### src/rtl/cic_decim_ctrl.sv
// cic_decim_ctrl: sequencer for a time-multiplexed 4-channel CIC decimator (integrator/comb enables, clears, output tagging)
module cic_decim_ctrl #(
  parameter int NUM_STAGES = 5,
  parameter int DECIM_W    = 10
) (
  input  logic                    clk_i,
  input  logic                    rstn_i,
  input  logic                    cfg_en_i,
  input  logic                    cfg_clr_i,
  input  logic [1:0]              cfg_ch_num_i,
  input  logic [DECIM_W-1:0]      cfg_decim_i,
  input  logic                    in_valid_i,
  input  logic [1:0]              in_ch_i,
  output logic                    in_ready_o,
  output logic                    integ_en_o,
  output logic [1:0]              integ_sel_o,
  output logic                    integ_clr_o,
  output logic [NUM_STAGES-1:0]   comb_en_o,
  output logic [2*NUM_STAGES-1:0] comb_sel_o,
  output logic                    comb_clr_o,
  output logic                    out_valid_o,
  output logic [1:0]              out_ch_o,
  output logic                    err_o
);
  typedef enum logic [1:0] {IDLE, CLEAR, RUN} state_t;
  state_t state_q, state_d;
  logic [DECIM_W-1:0] cnt_q [4];
  logic [NUM_STAGES:0] tok_v_q;
  logic [1:0] tok_ch_q [NUM_STAGES+1];
  logic [1:0] sel_q;
  logic err_q;
  logic accept, good, kill, launch;
  always_ff @(posedge clk_i or negedge rstn_i)
    if (!rstn_i) state_q <= IDLE;
    else state_q <= state_d;
  always_comb
    state_d = cfg_clr_i ? CLEAR : (state_q == IDLE) ? (cfg_en_i ? CLEAR : IDLE) : (cfg_en_i ? RUN : IDLE);
  always_comb begin
    in_ready_o  = state_q == RUN;
    integ_clr_o = state_q == CLEAR;
    comb_clr_o  = state_q == CLEAR;
  end
  assign accept      = in_valid_i & in_ready_o;
  assign good        = accept & (in_ch_i <= cfg_ch_num_i);
  assign kill        = state_d == CLEAR;
  assign launch      = good & (cnt_q[in_ch_i] >= cfg_decim_i) & ~kill;
  assign integ_en_o  = good;
  assign integ_sel_o = good ? in_ch_i : sel_q;
  always_ff @(posedge clk_i or negedge rstn_i)
    if (!rstn_i) begin
      sel_q <= '0;
      err_q <= 1'b0;
    end else begin
      sel_q <= integ_sel_o;
      err_q <= accept & ~good;
    end
  // the >= compare lets a ratio lowered mid-run wrap on the next accept
  always_ff @(posedge clk_i or negedge rstn_i)
    if (!rstn_i) begin
      for (int i = 0; i < 4; i++) cnt_q[i] <= '0;
    end else begin
      for (int i = 0; i < 4; i++)
        if (kill) cnt_q[i] <= '0;
        else if (good && in_ch_i == 2'(i)) cnt_q[i] <= (cnt_q[i] >= cfg_decim_i) ? '0 : cnt_q[i] + 1'b1;
    end
  // tags only move with their valid bit so selects hold when the pipe is empty
  always_ff @(posedge clk_i or negedge rstn_i)
    if (!rstn_i) begin
      tok_v_q <= '0;
      for (int k = 0; k <= NUM_STAGES; k++) tok_ch_q[k] <= '0;
    end else begin
      tok_v_q     <= kill ? '0 : {tok_v_q[NUM_STAGES-1:0], launch};
      tok_ch_q[0] <= launch ? in_ch_i : tok_ch_q[0];
      for (int k = 1; k <= NUM_STAGES; k++) tok_ch_q[k] <= tok_v_q[k-1] ? tok_ch_q[k-1] : tok_ch_q[k];
    end
  assign comb_en_o   = tok_v_q[NUM_STAGES-1:0];
  assign out_valid_o = tok_v_q[NUM_STAGES];
  assign out_ch_o    = tok_ch_q[NUM_STAGES];
  assign err_o       = err_q;
  for (genvar g = 0; g < NUM_STAGES; g++) begin : g_sel
    assign comb_sel_o[2*g +: 2] = tok_ch_q[g];
  end
endmodule

### config.mk
export PLATFORM = sky130hd
export DESIGN_NAME = cic_decim_ctrl
export DESIGN_NICKNAME = d
export VERILOG_FILES = /design/src/rtl/cic_decim_ctrl.sv
export SDC_FILE = /design/constraint.sdc
export NUM_CORES = 1
export LEC_CHECK = 0
export CORE_MARGIN = 5
export CORE_UTILIZATION = 58
export CTS_BUF_LIST = sky130_fd_sc_hd__clkbuf_2
export CTS_CLUSTER_SIZE = 25
export DETAILED_ROUTE_END_ITERATION = 10
export PLACE_DENSITY_LB_ADDON = 0.25
export SLEW_MARGIN = 20
export SYNTH_ARGS = -nofsm -noshare
export SYNTH_HDL_FRONTEND = slang
export SYNTH_SLANG_ARGS = --single-unit
### constraint.sdc
create_clock -name clk_i -period 3.6 [get_ports clk_i]
set_input_delay 0.54 -clock clk_i [delete_from_list [all_inputs] [get_ports clk_i]]
set_output_delay 0.54 -clock clk_i [all_outputs]
set_load 0.05 [all_outputs]
==> flow_summary_export.csv, run 1 <==
group,metric,value,unit
critical_path,slowest_stage,"clkdlybuf4s50_1",
timing,tns,0,ps
global_routing,grt_pass1_vias,3873,
pwr,p_leak,2.34,nW
final_layout,final_util,70.8,%
timing,drv_slew,0,
synthesis,yosysMostFrequentCell,"dfrtp_1",
routing,via_count,3754,
clocking,clock_latency,540,ps
global_routing,grt_usage,24.6,%
global_routing,antenna_found_initial,0,
placed_design,dp.cells,586,
critical_path,critPathKind,"in2out",
synthesis,synth_compound_area_share,15.8,%
timing,fin_crit_sh,94.3,%
synthesis,synth_edf_count,0,
routing,firstDrtPassIters,5,
global_routing,grt_pass1_wl,18.8,mm
pwr,pwr_density_cell,286,nW/µm²
routing,drc,0,
clocking,cts.htree.levels,3,
pwr,ir_worst_vdd,0.000192,V
placed_design,numPortBuffers,43,
synthesis,synth_warnings,0,
clocking,hold_buffers,0,
critical_path,max_stage_delay,680,ps
placed_design,dp_hpwl,8.50,mm
die,fp.dieW,97.4,µm
synthesis,synthesis.nets,516,
final_layout,final_cells,602,
die,die_h,97.4,µm
synthesis,synth_mux_area_share,8.87,%
routing,wirelength,11.2,mm
timing,rsz0062_at_grt,"false",
clocking,cts_root_buf,"clkbuf_2",
pwr,power.total,1.49,mW
final_layout,fill_cells,533,
timing,min_period,3390,ps
final_layout,area_growth,17.1,%
routing,viasPerCell,6.24,
die,rows,31,
clocking,cts-resized-gates,0,
clocking,postCtsSetupRepairBufs,0,
synthesis,synthAdderAreaFrac,15.8,%
worst_hold_path,min-delay-path-class,"in2async",
clocking,cts.sinks,63,
run_status,status,"finished, final reports clean",
synthesis,yosys.area_share.simple,20.0,%
clocking,cts_buffer_depth,2,
final_layout,drive_gt1_share,14.3,%
job,drv_cap,0,
critical_path,required,3060,ps
routing,drt-initial-drc-count,226,
final_layout,nets,573,
final_layout,diodes,0,
synthesis,yosys.area.top_type_share,35.6,%
final_layout,seqCellArea,1580,µm²
critical_path,worstPathArrival,2850,ps
global_routing,grt_max_degree,33,
die,dieArea,9490,µm²
timing,tightest_slew,766,ps
die,start_util,60.4,%
synthesis,synth_top_family_by_area,"simple AND/OR/NAND/NOR gates",
critical_path,crit_fanout,8,
synthesis,synth-seq-cells,63,
synthesis,avgSynthCellArea,10.0,µm²
timing,finClkSkew,27.6,ps
timing,timing.fmax,295,MHz
synthesis,synth_cells,441,
critical_path,cp_top_family,"buffers and inverters",
synthesis,synth_area_leaders,"dfrtp_1 (36%), ha_1 (16%), mux4_2 (5.1%)",
global_routing,grt.overflow.total,0,
clocking,clkTransAtPathRegs,220,ps
critical_path,rrSetupSlack,1010,ps
critical_path,critPathBufInv,2,
die,core_area,7330,µm²
placed_design,gp_congestion,0.960,
clocking,cts_tree,"yes",
timing,slew_headroom,49.0,%
synthesis,synthArstFlopShare,100,%
synthesis,synth_area,4430,µm²
synthesis,ys.flop_type,"dfrtp_1",
critical_path,start_kind,"input pin",
die,num_io_pins,44,
synthesis,synth_top_area_cell,"dfrtp_1",
timing,setup_viol,0,
synthesis,ys_seq_area_share,35.6,%
critical_path,crit_path_end_kind,"primary output",
critical_path,crit_chain,"clkdlybuf4s50_1, ha_1, nor2b_1, o21a_1, nor2_1, mux2_2, buf_4",
routing,wire_per_inst,18.5,µm
clocking,cts_made_buffers,9,
synthesis,yosysUniqueCellTypes,54,
timing,final_hold_viol_count,0,
synthesis,synthTopCellsByCount,"dfrtp_1 (63), ha_1 (56), nand2_1 (45)",
final_layout,multiInputGateArea,2710,µm²
synthesis,synth-xor-area-share,0.593,%
routing,ant_nets,0,
power breakdown:
group	switching [mW]	total, mW	internal (mW)
clock network	0.305	0.544	0.239
registers	0.00388	0.721	0.717
logic	0.141	0.221	0.0800
layer usage:
layer  share of wire (%)  vias to the layer above  global-route usage, %  wire length (µm)
met5                   0                        -                      0                 0
met3                 6.2                       30                   5.81               697
met2                  49                      126                   42.3              5510
met1                  41                     1816                   29.3              4620
met4                 2.9                        0                   10.8               329
li1                    -                     1782                      -                 -
through the flow:
step           hold slack [ps]  setup WS [ps]  instance area (µm²)
5_1_grt                   36.6            146                 5190
4_1_cts                   39.6            216                 5190
3_3_place_gp               486            278                 5040
6_report                  48.3            205                 5190
2_1_floorplan              244            318                 4430
3_5_place_dp               496            227                 5040
path summary, 6_finish.rpt:
| check | cells past startpoint | to | start |
|---|---|---|---|
| min in group clk_i | 1 | out_ch_o[1] | out_ch_o[1] |
| max reg2reg | 8 | comb_sel_o[1] | cnt_q[8] |
| min | 1 | cnt_q[12] | rstn_i |
| max | 7 | integ_sel_o[1] | in_ch_i[1] |
| max in group asynchronous | 2 | cnt_q[23] | rstn_i |
| min reg2reg | 1 | out_ch_o[1] | out_ch_o[1] |
area by class of cell:
cell class / count / area share (%)
Multi-Input combinational cell: 341 / 52.2
Sequential cell: 63 / 30.4
Timing Repair Buffer: 52 / 9.84
Tap cell: 99 / 2.39
Inverter: 31 / 2.29
Clock inverter: 7 / 2.03
Clock buffer: 9 / 0.868
cells by family (layout without fill, tap and decap cells):
kind of cell / Yosys count / count (layout)
XOR/XNOR: 3 / 3
multiplexers: 25 / 25
adder cells (fa/ha/maj): 56 / 56
AND/OR/NAND/NOR: 161 / 161
flip-flops: 63 / 63
AO/OA/AOI/OAI: 96 / 96
buffers and inverters: 37 / 99
layout by cell type (no fill, tap or decap), drive strengths merged, types with 4 or more instances in the layout:
cell           Yosys  final
or2                5      5
nand2             46     46
or3                4      4
clkdlybuf4s50      0     39
a21o               5      5
nand2b             9      9
buf                3     13
a22oi              6      6
clkbuf             3      9
nand3             33     33
o22ai              8      8
o31ai              6      6
inv               31     33
a211oi             6      6
dfrtp             63     63
nor3b              4      4
nor2              12     12
ha                56     56
nand4              7      7
nor3               7      7
nor2b              7      7
a31oi              6      6
and3              12     12
mux2              14     14
and2               6      6
a21oi             16     16
and4               4      4
o21ai             22     22
mux4              10     10
o311ai             9      9
flip-flops by register name (all words and copies together) (netlist names):
register	flops
cnt_q	40
sel_q	2
state_q	2
comb_sel_o	10
err_o	1
out_ch_o	2
tok_v_q	6
(Power assumes the default switching activity.)
==> inputs of run 2 (changes only) <==
Settings changed: ABC_CLOCK_PERIOD_IN_PS from default to 3600.
==> results of run 2 <==
The final DEF is identical to that of run 1; final timing and power are the same.
==> RTL edit 1 (settings of run 2) <==
The 3 states of `state_t` get a one-hot encoding in 3 bits.
--- a/src/rtl/cic_decim_ctrl.sv
+++ b/src/rtl/cic_decim_ctrl.sv
@@ -22,7 +22,7 @@
   output logic [1:0]              out_ch_o,
   output logic                    err_o
 );
-  typedef enum logic [1:0] {IDLE, CLEAR, RUN} state_t;
+  typedef enum logic [2:0] {IDLE = 3'b001, CLEAR = 3'b010, RUN = 3'b100} state_t;
   state_t state_q, state_d;
   logic [DECIM_W-1:0] cnt_q [4];
   logic [NUM_STAGES:0] tok_v_q;
Check against the original RTL: no difference found for any inputs over 4 cycles, from zero or initial values and one cycle with rstn_i low; so few cycles prove little.
==> RTL edit 1 against run 2 <==
- global-route usage rose by 0.72 points
- design area shrank 0.60%
- wire length grew 3.3%
- area after synthesis up 0.17%
- worst hold slack improved by 420 ps
- setup slack improved by 110 ps
- combinational power is 14% higher
- total power rose by 4.8%
- sequential cell count increased by 1
- largest cell class unchanged
==> RTL edit 1: results (changes against run 2) <==
| Metric | Value |
|---|---|
| Status | complete, no violations |
| Async SR Flop Fraction | 100% (unchanged) |
| Final setup violation count | 0 (unchanged) |
| Detail-routed net length per standard cell | 19.1 µm (+3.3%) |
| R2R Path End | comb_sel_o[0] |
| Most instantiated cells after synthesis | dfrtp_1 (63), ha_1 (56), nand2_1 (34), o21ai_0 (30), nor2_1 (27) |
| Num CTS Buffers | 9 (unchanged) |
| CP max FO | 6 (-2) |
| Vias in the first global route | 3879 (+0.15%) |
| Skew-Pair Late Insertion Delay | 530 ps |
| Clk buf depth | 2 (unchanged) |
| Leakage | 2.44 nW (+4.2%) |
| Number of H-tree levels | 3 (unchanged) |
| Sw Share | 31.3% (+1.0 points) |
| R2R setup slack | 1190 ps (+180 ps) |
| Routability cong. | 0.860 (-10%) |
| Avg Vias per Cell | 6.36 (+1.9%) |
| First-pass GRT wire length | 19500 µm (+3.3%) |
| Largest register FFs | 40 (unchanged) |
| Fraction of layout cells with a size suffix above 1 | 12.1% (-2.2 points) |
| Maximum vdd drop | 0.271 mV (+41%) |
| Worst r2r src | cnt_q[14] |
| Initial DRC count | 284 (+26%) |
| Fill cell count | 572 (+7.3%) |
| CTS clk-pin slew, worst paths | 220 ps (about the same) |
| DP HPWL | 8430 µm (-0.87%) |
| Initial DRT Pass Iterations | 6 (+1) |
| Syn Nets | 520 (+0.78%) |
| Port bufs | 43 (unchanged) |
| Min-Delay Path Class | primary input to async pin |
| Final nets | 573 (unchanged) |
| Slew margin rel. | 53.8% (+4.8 points) |
| Grt total ovfl | 0 (unchanged) |
| Yosys cell types | 52 (-3.7%) |
| ANT cells | 0 (unchanged) |
| Initial antenna violation count | 0 (unchanged) |
| GRT Overall Usage | 25.4% (+0.72 points) |
| Synthesis Warnings | 0 (unchanged) |
| Arr. time, crit path | 2740 ps (-110 ps) |
| Largest net degree at the start of global routing | 44 (+33%) |
| Synth top area cells | dfrtp_1 (36%), ha_1 (16%), mux4_2 (4.6%) |
| Clock root buffer | clkbuf_2 |
| Most flops, register | cnt_q |
| Final clock skew | 30.3 ps (+2.71 ps) |
| Reg2reg path depth | 7 (-1) |
| Sequential share of the synthesized area | 36.1% (+0.53 points) |
| Post-cts resize count | 0 (unchanged) |
==> RTL edit 1: cell types whose count changed after synthesis, sizes merged, moves of 7 or more <==
cell / change
a22o: +14
o21ai: +11
o22ai: -7
nand3: -8
nor2: +16
o311ai: -9
nand2: -12
inv: -13
==> RTL edit 1: per-layer routing <==
metal	GRT usage, %	share of wire [%]	vias to the layer above
met2	39.6	47	179
met3	5.10	7.6	37
met5	0	0	-
li1	-	-	1782
met1	33.6	42	1829
met4	12.5	3.4	0
==> RTL edit 1: logic make-up after synthesis <==
logic type | synth area share (%)
adders and majority gates | 15.8
and+or+nand+nor | 18.5
AOI/OAI and AO/OA | 16.9
xor gates and xnor gates | 1.38
DFF | 36.1
buffers and inverters | 2.57
muxes | 8.71
==> RTL edit 1: how the worst max path moves through the flow <==
stage	from	end	slack, ps	depth (start not counted)
detailed placement	in_ch_i[0]	comb_sel_o[1]	300	11
CTS	cfg_ch_num_i[1]	integ_sel_o[1]	330	8
global route	cfg_ch_num_i[1]	integ_sel_o[1]	210	8
floorplan	in_ch_i[0]	integ_sel_o[0]	530	7
global placement	in_ch_i[0]	comb_sel_o[1]	370	8
finish	cfg_ch_num_i[1]	integ_sel_o[1]	320	8
==> RTL edit 1: cell type report <==
class	count	area (µm²)	share of cell area [%]
clock inverters	7	103	1.99
flip-flops and latches	64	1600	31.1
repair buffers	51	493	9.56
well taps	99	124	2.40
inverters	18	67.6	1.31
multi-input cells	354	2720	52.8
clock buffers	9	45.0	0.874
==> RTL edit 1: stage by stage <==
stage / cell area, µm² / hold WS, ps / std cells / setup WS [ps] / utilization [%]
3_5_place_dp: 5000 / 489 / 585 / 301 / 67.8
4_1_cts: 5160 / 469 / 602 / 327 / 70.0
6_report: 5160 / 473 / 602 / 320 / 70.0
5_1_grt: 5160 / 520 / 602 / 207 / 70.0
2_1_floorplan: 4440 / 244 / 445 / 528 / -
3_3_place_gp: 5000 / 481 / 585 / 374 / 67.8
==> RTL edit 1: worst max-delay path, stage by stage <==
cell and delay (ps):
clkdlybuf4s50_1 450, inv_1 50, ha_1 290, nor2b_1 150, o21a_1 230, nor2_1 430, mux2_2 410, buf_4 190
==> RTL edit 1: what timing repair did <==
| item | 4_1_cts | 5_1_grt |
|---|---|---|
| hold buffers | 1 | 0 |
| setup endpoints to repair | 0 | 0 |
| setup buffers | 0 | 0 |
| hold endpoints to repair | 20 | 0 |
==> RTL edit 1: power groups by stage <==
stage	logic, W	clock network, W	registers [W]
floorplan	0.000156	0	0.000763
global placement	0.000241	0	0.000769
detailed placement	0.000251	0	0.000770
CTS	0.000254	0.000552	0.000757
global route	0.000279	0.000585	0.000761
finish	0.000253	0.000546	0.000759
==> RTL edit 2 (flow settings as in run 2) <==
Without the edit above. `DECIM_W`: 10 -> 14.
--- a/src/rtl/cic_decim_ctrl.sv
+++ b/src/rtl/cic_decim_ctrl.sv
@@ -1,7 +1,7 @@
 // cic_decim_ctrl: sequencer for a time-multiplexed 4-channel CIC decimator (integrator/comb enables, clears, output tagging)
 module cic_decim_ctrl #(
   parameter int NUM_STAGES = 5,
-  parameter int DECIM_W    = 10
+  parameter int DECIM_W    = 14
 ) (
   input  logic                    clk_i,
   input  logic                    rstn_i,
Ports: changed (resized cfg_decim_i); port bits go from 44 to 48. No check against the original RTL was run, so the function may have changed too.
==> RTL edit 2 against run 2 <==
- area after synthesis is 31% higher
- design area up 27%
- wire length grew 36%
- global-route usage increased by 2.4 points
- sequential power is 25% higher
- utilization fell by 3.2 points
- clock skew fell by 1.2 ps
- total power increased by 23%
- setup slack worse by 18 ps
- via count grew 28%
- sequential share of layout area is 0.45 points lower
- non-clock buffer count up 2
- register-to-register slack lost 240 ps
- sequential cell count up 16
- critical path type unchanged
- critical endpoint unchanged
- largest cell class unchanged
==> RTL edit 2: results (changes against run 2) <==
| Metric | Value |
|---|---|
| Post-cts resize count | 0 (unchanged) |
| Skew-Pair Late Insertion Delay | 580 ps (+40 ps) |
| Setup bufs post-CTS | 0 (unchanged) |
| Seq cells | 79 (+25%) |
| Vias in the first global route | 4865 (+26%) |
| Sequential share of the synthesized area | 34.0% (-1.6 points) |
| R2R setup slack | 770 ps (-240 ps) |
| First-pass GRT wire length | 24900 µm (+32%) |
| Slew margin rel. | 52.0% (+3.0 points) |
| Final nets | 726 (+27%) |
| Total wire length | 15200 µm (+36%) |
| Post-synthesis mux area share | 8.52% (-0.35 points) |
| Largest net degree at the start of global routing | 80 (+140%) |
| Yosys cell types | 65 (+20%) |
| Port bufs | 47 (+9.3%) |
| CP startpoint | in_ch_i[0] |
| GRT Overall Usage | 27.1% (+2.4 points) |
| Initial DRC count | 389 (+72%) |
| Count of multi-input gates | 456 (+34%) |
| Dpl ws | 50.0 ps (-177 ps) |
| Switch Pwr | 0.000530 W (+18%) |
| DIE AREA | 0.0121 mm² (+28%) |
| PwrDens | 277 mW/mm² (-3.4%) |
| Mean Syn Cell Area | 10.1 µm² (+0.67%) |
| Syn Nets | 674 (+31%) |
| Slowest Stage Delay on Critical Path | 660 ps (-20 ps) |
| Worst r2r src | cnt_q[0] |
| Largest register FFs | 56 (+40%) |
| Placement Cell Area | 0.00642 mm² (+27%) |
| Non-clock inverter count | 27 (-13%) |
| CTS clk-pin slew, worst paths | 260 ps (+40 ps) |
| Routability cong. | 0.927 (-3.5%) |
| CP max FO | 13 (+5) |
| Synth top area cells | dfrtp_1 (34%), ha_1 (16%), mux4_2 (5.4%) |
| Status | complete, no violations |
| R2R Path End | comb_sel_o[0] |
| Avg Vias per Cell | 6.26 (+0.41%) |
| Clk tree area frac | 2.62% (-0.28 points) |
| Reg2reg path depth | 9 (+1) |
| Compound-gate portion of the synthesized area | 11.8% (-4.0 points) |
| Arr. time, crit path | 2870 ps (+20 ps) |
| XOR/XNOR share of the synthesized area | 4.97% (+4.4 points) |
| Seq area share | 29.9% (-0.45 points) |
| Bufs w/o clock | 54 (+3.8%) |
| Non-filler cells in the finished layout | 765 (+27%) |
| Final non-clock buffer share | 8.05% (-1.8 points) |
| Final clock skew | 26.5 ps (-1.15 ps) |
| Tmin final | 3410 ps (+18.1 ps) |
| Placed insts | 748 (+28%) |
| Initial antenna violation count | 0 (unchanged) |
| DP HPWL | 11800 µm (+38%) |
| Leakage | 3.07 nW (+31%) |
-- RTL edit 2: cell count changes in the layout (fill, tap and decap cells not counted), sizes merged, moves of 16 or more --
cell and change:
nand4 +25, dfrtp +16, nor2 +46, xor2 +19, ha +20, a21oi +18
-- RTL edit 2: what timing repair did --
item,in CTS,in global routing
setup endpoints to repair,0,0
endpoints found under the hold margin,0,33
hold buffers,0,1
-- RTL edit 2: power groups by stage --
stage                     clock, W  sequential [W]  combinational, W
after floorplan                  0        0.000916          0.000164
after global placement           0        0.000916          0.000254
after detailed placement         0        0.000916          0.000262
after CTS                 0.000671        0.000901          0.000263
after global routing      0.000708        0.000902          0.000289
final                     0.000660        0.000901          0.000265
-- RTL edit 2: per-layer routing --
layer  track usage, %  wire [µm]
met5                0          0
met4             11.3        541
met3             7.05       1060
met2             43.2       7090
met1             35.0       6530
